**config.mk**
```make
export PLATFORM = sky130hd
export DESIGN_NAME = inst_buffer
export DESIGN_NICKNAME = d
export VERILOG_FILES = /design/src/rtl/inst_buffer_pkg.sv /design/src/rtl/inst_buffer.sv
export SDC_FILE = /design/constraint.sdc
export NUM_CORES = 2
export LEC_CHECK = 0
export CAP_MARGIN = 10
export CORE_MARGIN = 2
export CORE_UTILIZATION = 25
export DETAILED_ROUTE_END_ITERATION = 12
export MAX_ROUTING_LAYER = met4
export PLACE_DENSITY = 0.48
export SETUP_SLACK_MARGIN = 0.1
export SLEW_MARGIN = 20
export SYNTH_ARGS = -nofsm -noshare
export SYNTH_HDL_FRONTEND = slang
export SYNTH_SLANG_ARGS = --single-unit
```
**constraint.sdc**
```tcl
create_clock -name clock -period 28.4 [get_ports clock]
set_input_delay 2.84 -clock clock [delete_from_list [all_inputs] [get_ports clock]]
set_output_delay 2.84 -clock clock [all_outputs]
set_load 0.005 [all_outputs]
```
**src/rtl/inst_buffer_pkg.sv**
```systemverilog
// Shared types for the instruction buffer.
// fb_entry_t : one fetched instruction together with the PC it came from.
package inst_buffer_pkg;

  typedef struct packed {
    logic [31:0] inst;
    logic [31:0] pc;
  } fb_entry_t;

endpackage

```
**src/rtl/inst_buffer.sv**
```systemverilog
// Instruction buffer: circular FIFO between fetch and decode.
// Whole fetch bundles are stored in program order. Up to OUT_WIDTH of the
// oldest entries are presented to decode every cycle. Outputs come from
// registered state only, so a bundle never bypasses straight to decode.
//
// Ports
//   clock           : clock, all state changes on the rising edge
//   reset_n         : synchronous active-low reset (overrides flush)
//   flush           : drop all contents at the next edge, mask outputs now
//   insts_in        : fetch bundle, lane 0 oldest
//   insts_in_valid  : bundle offered this cycle
//   full            : fewer than IN_WIDTH free entries (fetch stall)
//   decode_stall    : decode takes nothing this cycle
//   insts_out       : oldest entries, lane 0 is the head
//   insts_out_valid : thermometer mask of valid output lanes
//   entry_count     : current occupancy
//
// DEPTH must be a power of two and at least IN_WIDTH + OUT_WIDTH.
`ifndef FECTH_WIDTH
`define FECTH_WIDTH 2
`endif

module inst_buffer
  import inst_buffer_pkg::*;
#(
  parameter int IN_WIDTH  = `FECTH_WIDTH,
  parameter int OUT_WIDTH = 4,
  parameter int DEPTH     = 16
) (
  input  logic                          clock,
  input  logic                          reset_n,
  input  logic                          flush,
  input  fb_entry_t [IN_WIDTH-1:0]      insts_in,
  input  logic                          insts_in_valid,
  output logic                          full,
  input  logic                          decode_stall,
  output fb_entry_t [OUT_WIDTH-1:0]     insts_out,
  output logic [OUT_WIDTH-1:0]          insts_out_valid,
  output logic [$clog2(DEPTH):0]        entry_count
);

  localparam int PW = $clog2(DEPTH);
  localparam int CW = PW + 1;

  localparam logic [CW-1:0] DEPTH_C = CW'(DEPTH);
  localparam logic [CW-1:0] IN_C    = CW'(IN_WIDTH);
  localparam logic [CW-1:0] OUT_C   = CW'(OUT_WIDTH);

  fb_entry_t     mem [DEPTH];
  logic [PW-1:0] head;
  logic [PW-1:0] tail;
  logic [CW-1:0] count;

  logic [CW-1:0] avail;
  logic [CW-1:0] deq_n;
  logic          enq;

  // full looks at pre-dequeue occupancy only, so it is conservative and has
  // no combinational dependence on decode_stall or insts_in_valid.
  assign full        = (DEPTH_C - count) < IN_C;
  assign enq         = insts_in_valid && !full;
  assign entry_count = count;

  always_comb begin
    avail           = (count < OUT_C) ? count : OUT_C;
    deq_n           = decode_stall ? '0 : avail;
    insts_out       = '0;
    insts_out_valid = '0;
    for (int i = 0; i < OUT_WIDTH; i++) begin
      insts_out[i]       = mem[head + PW'(i)];
      insts_out_valid[i] = (CW'(i) < avail) && !flush;
    end
  end

  always_ff @(posedge clock) begin
    if (!reset_n) begin
      head  <= '0;
      tail  <= '0;
      count <= '0;
    end else if (flush) begin
      head  <= '0;
      tail  <= '0;
      count <= '0;
    end else begin
      // deq_n never exceeds OUT_WIDTH < DEPTH, so truncation is exact.
      head  <= head + PW'(deq_n);
      if (enq) begin
        tail <= tail + PW'(IN_WIDTH);
      end
      count <= count + (enq ? IN_C : '0) - deq_n;
    end
  end

  // Storage has no reset; occupancy alone decides which entries are live.
  always_ff @(posedge clock) begin
    if (reset_n && !flush && enq) begin
      for (int j = 0; j < IN_WIDTH; j++) begin
        mem[tail + PW'(j)] <= insts_in[j];
      end
    end
  end

endmodule

```
### Word level (Yosys, flattened, before mapping)

Memory sizes are Yosys's and may differ from the RTL's. A register that Yosys moved wholly into a read port is not among the register bits.
Index checks and enable logic that the tools add are counted.

* add/sub/neg operators: 9
* $lt $le $gt $ge: 6
* mux-type cells: 6
* bitwise operators: 1
* reduce and logical (&&, ||, !) cells: 10

Operators with widths (count)
* adder 4 x 2 -> 4 bit, second input constant: 3
* less-than comparator 1 x 5 -> 1 bit, first input constant: 2
* less-than comparator 2 x 5 -> 1 bit, first input constant: 2
* 2-to-1 mux 5 bit: 2
* adder 4 x 1 -> 4 bit, second input constant: 2
* logical AND 1 bit: 7
* adder 5 x 2 -> 5 bit: 1
* less-than comparator 5 x 2 -> 1 bit, second input constant: 1
* less-than comparator 5 x 3 -> 1 bit, second input constant: 1
* subtractor 5 bit: 1
* subtractor 5 bit, first input constant: 1
* adder 4 bit: 1
* 2-to-1 mux 4 bit: 1
* logical NOT 1 bit: 2
* 2-to-1 mux 1 bit: 2
* 2-to-1 mux 2 bit: 1
* OR reduction 2 bit: 1
* NOT 1 bit: 1

* register bits after elaboration: 13
* memory bits (writable): 1024
* bits of input ports: 133
* memories kept: 1

Memories
* mem: words 16, width 64, read ports 4, clocked after Yosys merged registers in 1, write ports 2, line inst_buffer.sv:49 `fb_entry_t mem [DEPTH];`

### Logic depth before layout (Yosys ltp)

* word-level depth: 7
* depth in mapped cells: 14

### Worst setup path before layout

No wires, ideal clock.

* path type: input -> register
* from: input insts_in_valid
* to: memory mem[0][0] (netlist bit), enable pin
* arrival: 12224 ps
* data required time: 27628 ps
* path slack: 15403 ps
* cell stages on the path: 4
* cell sequence: o41a_1 -> o21ai_1 -> or3_1 -> nor3_1

RTL lines
* from (decl): line inst_buffer.sv:34 `input logic insts_in_valid,`
* to (decl): line inst_buffer.sv:49

==> metrics.md <==
| Metric | Value |
|---|---|
| Core ar. | `roughly 0.25 sq mm` |
| Hold_ws | `0.520 ns` |
| Leak pwr | `approximately 0.022 uW` |
| Final Max Tran Viols | `0` |
| Post-CTS sizing | `0` |
| Yosys top cell area share | `48.8%` |
| Hold path depth | `2` |
| Post-synth cell types | `between 40 and 50` |
| Max_slew headroom | `23.5%` |
| Slowest library cell on the worst path | `buf_4` |
| Met1 Wirelength | `90,600 um` |
| Syn Area/Cell | `15.3 sq um` |
| CP Launch Type | `flop` |
| Vias in the first global route | `43,317` |
| Core Util, Final | `~30%` |
| Die width | `506 um` |
| Initial DRC count | `4,888` |
| Final hold vios | `0` |
| Routability Congestion | `0.810` |
| Die Footprint | `0.256 sq mm` |
| Critical path's largest stage delay | `approximately 0.8 ns` |
| WL/cell | `between 20 and 30 um` |
| Area contributors post-synth | `edfxtp_1 (49%), mux4_2 (31%), nand2_1 (4.4%), mux2i_1 (4.1%), buf_2 (1.5%)` |
| Hold Path Origin | `tail[3]` |
| Finished Cell Area | `about 0.075 sq mm` |
| H-tree Lvls | `4` |
| Combinational fraction of design power | `approximately a fifth` |
| Hold buffers post-CTS | `0` |
| CP Data Required Time | `roughly 26 ns` |
| DRT Pass-1 Iters | `6` |
| Most common cell on crit path | `buf_4` |
| Synth Instances | `between 4,000 and 5,000` |
| I/O pin count | `approximately 400` |
| Drt drc | `0` |
| HP Class | `flop to flop` |
| Total Wirelength | `approximately 220,000 um` |
| Initial cell density of the core | `25.1%` |
| Clk slew on worst S/H paths | `0.06 ns` |
| #FFs+latches synth | `slightly above 1,000` |
| VDD IR max | `between 0.05 and 0.06 mV` |
| Pin slew with the least headroom to its limit | `about 1.1 ns` |
| CP max FO | `approximately 130` |
| Post-CTS Setup Repair Bufs | `0` |
| Post-DP HPWL | `133,000 um` |
| Syn_nets | `between 4,000 and 5,000` |
| Number of fill cells | `roughly 25,000` |
| Share of post-route cells with drive strength above 1 | `a little over a quarter` |
| Status | `completed` |
| PwrDens | `just under 60 mW/mm^2` |
| FMAX | `100 MHz` |
| Critical path cell sequence | `buf_4 -> buf_12 -> buf_4 -> buf_4 -> buf_4 -> mux4_2 -> nor2b_1 -> a211oi_1 -> a31oi_1 -> clkdlybuf4s50_1` |
| Dpl cell area | `just over 0.07 sq mm` |
| Clk_lat worst skew | `approximately 0.8 ns` |
| FF-to-FF End | `mem[3][30]` |
| Cell Area, Synth | `between 0.06 and 0.07 sq mm` |
| Net Sw Frac | `28.7%` |
| Cts bufs inserted | `133` |
| Top Layer Used | `met4` |
| Area grow syn2layout | `18.5%` |
| Tot GR Track Use | `17.5%` |
| CTS max path bufs | `3` |
| Die H | `around 510 um` |
| Crit end category | `output port` |
| Worst r2r src | `entry_count[1]` |
| Setup Skew | `around 0.031 ns` |
| Num rows | `approximately 180` |
| Setup TNS | `0 ns` |
| Grt ovf | `0` |
| Design Power | `between 4000 and 5000 uW` |
| Clock Power Share | `between 30% and 40%` |
| Sequential fraction of the synthesis area | `between 40% and 50%` |
| CTS tree | `built` |
| First-pass GRT wire length | `320,000 um` |
| Final ANT Viol Nets | `0` |
| Worst hold endpoint | `tail[3]` |
| Detail-routed via count per cell | `5.51` |
| Largest net degree at the start of global routing | `139` |
| Minimum clock period | `~10 ns` |
| Antenna violations before repair | `24` |
| Port Buffer Count | `398` |
| Synth warnings | `0` |
| NetSw | `1230 uW` |
| Routed vias | `~43,000` |
| Max-cap violations | `0` |
| Wire length on met3 | `16,900 um` |
| Register area | `0.0310 sq mm` |
| Post-layout net count | `~4,500` |
| Post-synth top area cell | `edfxtp_1` |
| Int Power | `between 3000 and 4000 uW` |
| Final period util | `a little over a third` |
| Met2 wire length | `approximately 110,000 um` |
| Clk root buf | `clkbuf_16` |
| Sequential share of power | `approximately 40%` |
| Finish-stage setup viols | `0` |
| R2R depth | `9` |
| RSZ-0062 raised after global routing | `false` |
| WS Path Type | `flop to output port` |
| Worst R2R Setup Slack | `roughly 24 ns` |
| Crit path DAT | `7.15 ns` |
| CTS sink cnt | `1,036` |
| Multi-input logic area | `0.0303 sq mm` |
==> registers in the layout, summed over array words and instances, names as in the netlist <==
register,count
entry_count,5
mem,1024
tail,3
head,4
==> stage by stage <==
stage / setup WS (ns) / instances
floorplan: 15.40 / 4108
global placement: 19.17 / 7550
detailed placement: 19.13 / 7550
CTS: 18.23 / 7793
global route: 17.77 / 7812
finish: 18.41 / 7815
==> power by group through the flow <==
stage / Clock (uW) / Sequential, uW / Combinational (uW)
2_1_floorplan: 0 / 1750 / 474
3_3_place_gp: 0 / 1750 / 927
3_5_place_dp: 0 / 1750 / 928
4_1_cts: 1720 / 1720 / 933
5_1_grt: 1770 / 1720 / 978
6_report: 1660 / 1720 / 919
==> how the worst max path moves through the flow <==
stage / endpoint / slack, ns / from / cells past startpoint
floorplan: mem[0][0] / 15.40 / insts_in_valid / 4
global placement: insts_out[155] / 19.17 / head[0] / 10
detailed placement: insts_out[155] / 19.13 / head[0] / 10
CTS: insts_out[155] / 18.23 / head[0] / 10
global route: insts_out[159] / 17.77 / head[0] / 10
finish: insts_out[155] / 18.41 / head[0] / 10
==> Yosys cell counts <==
cell / number
edfxtp_1: 1024
mux4_2: 874
nand2_1: 732
mux2i_1: 257
buf_2: 188
nand3_1: 172
clkbuf_1: 152
a32oi_1: 86
nand4_1: 86
nor2b_1: 69
a211oi_1: 64
a31oi_1: 64
o21ai_0: 59
a21oi_1: 47
and3_1: 42
buf_4: 37
o21ai_1: 29
nor2_1: 18
ha_1: 16
buf_1: 15
inv_1: 14
dfxtp_1: 12
nand2b_1: 7
xnor2_1: 7
and2_1: 6
xor2_1: 5
nor3_1: 4
or3_1: 4
fa_1: 3
a21o_1: 2
buf_6: 2
xor2_2: 2
a21boi_0: 1
a31o_2: 1
nand3b_1: 1
o2111ai_1: 1
o21a_1: 1
o21ba_2: 1
o41a_1: 1
or2_2: 1
xnor2_4: 1
==> critical path: cells and delay by family, from the launching register on <==
family	cells	cell delay, ns
compound gates	2	0.37
buf+inv	6	4.22
flops	1	0.68
simple gates	1	0.14
mux	1	0.59
==> routing by layer <==
metal | vias to the layer above | GRT usage, %
met5 | - | -
met4 | 0 | 5.19
met3 | 392 | 3.55
met2 | 2024 | 28.2
met1 | 23037 | 22.2
li1 | 17595 | -
==> final cells by class <==
class,instances,share of cell area [%]
diodes,21,0.0704
clock inverters,79,1.03
clock buffers,164,4.67
well taps,3348,5.61
flip-flops and latches,1036,41.5
inverters,14,0.0771
multi-input cells,2664,40.6
repair buffers,489,6.44
==> layout by cell type, fill, tap and decap left out, types with 10 or more instances in the layout <==
master           netlist  final
mux4_2               874    874
o21ai_1               29     29
inv_1                 14     13
o21ai_0               59     59
a32oi_1               86     86
edfxtp_1            1024   1024
nand2_1              732    732
clkinv_1               0     28
buf_4                 37     80
clkdlybuf4s50_1        0    398
ha_1                  16     14
mux2i_1              257    257
a211oi_1              64     64
clkbuf_1             152     29
nand3_1              172    172
and3_1                42     42
nand4_1               86     86
buf_12                 0     10
a31oi_1               64     64
clkbuf_16              0    135
nor2_1                18     10
a21oi_1               47     47
diode_2                0     21
nor2b_1               69     68
clkinv_2               0     21
==> cell families after synthesis <==
family	share of synthesized area, %
DFF	49.2
buffers and inverters	3.05
xor gates and xnor gates	0.262
adders and majority gates	0.413
muxes	35.3
AOI/OAI and AO/OA	3.77
and+or+nand+nor	8.01
Note: power is estimated with default switching activity, not from simulation.
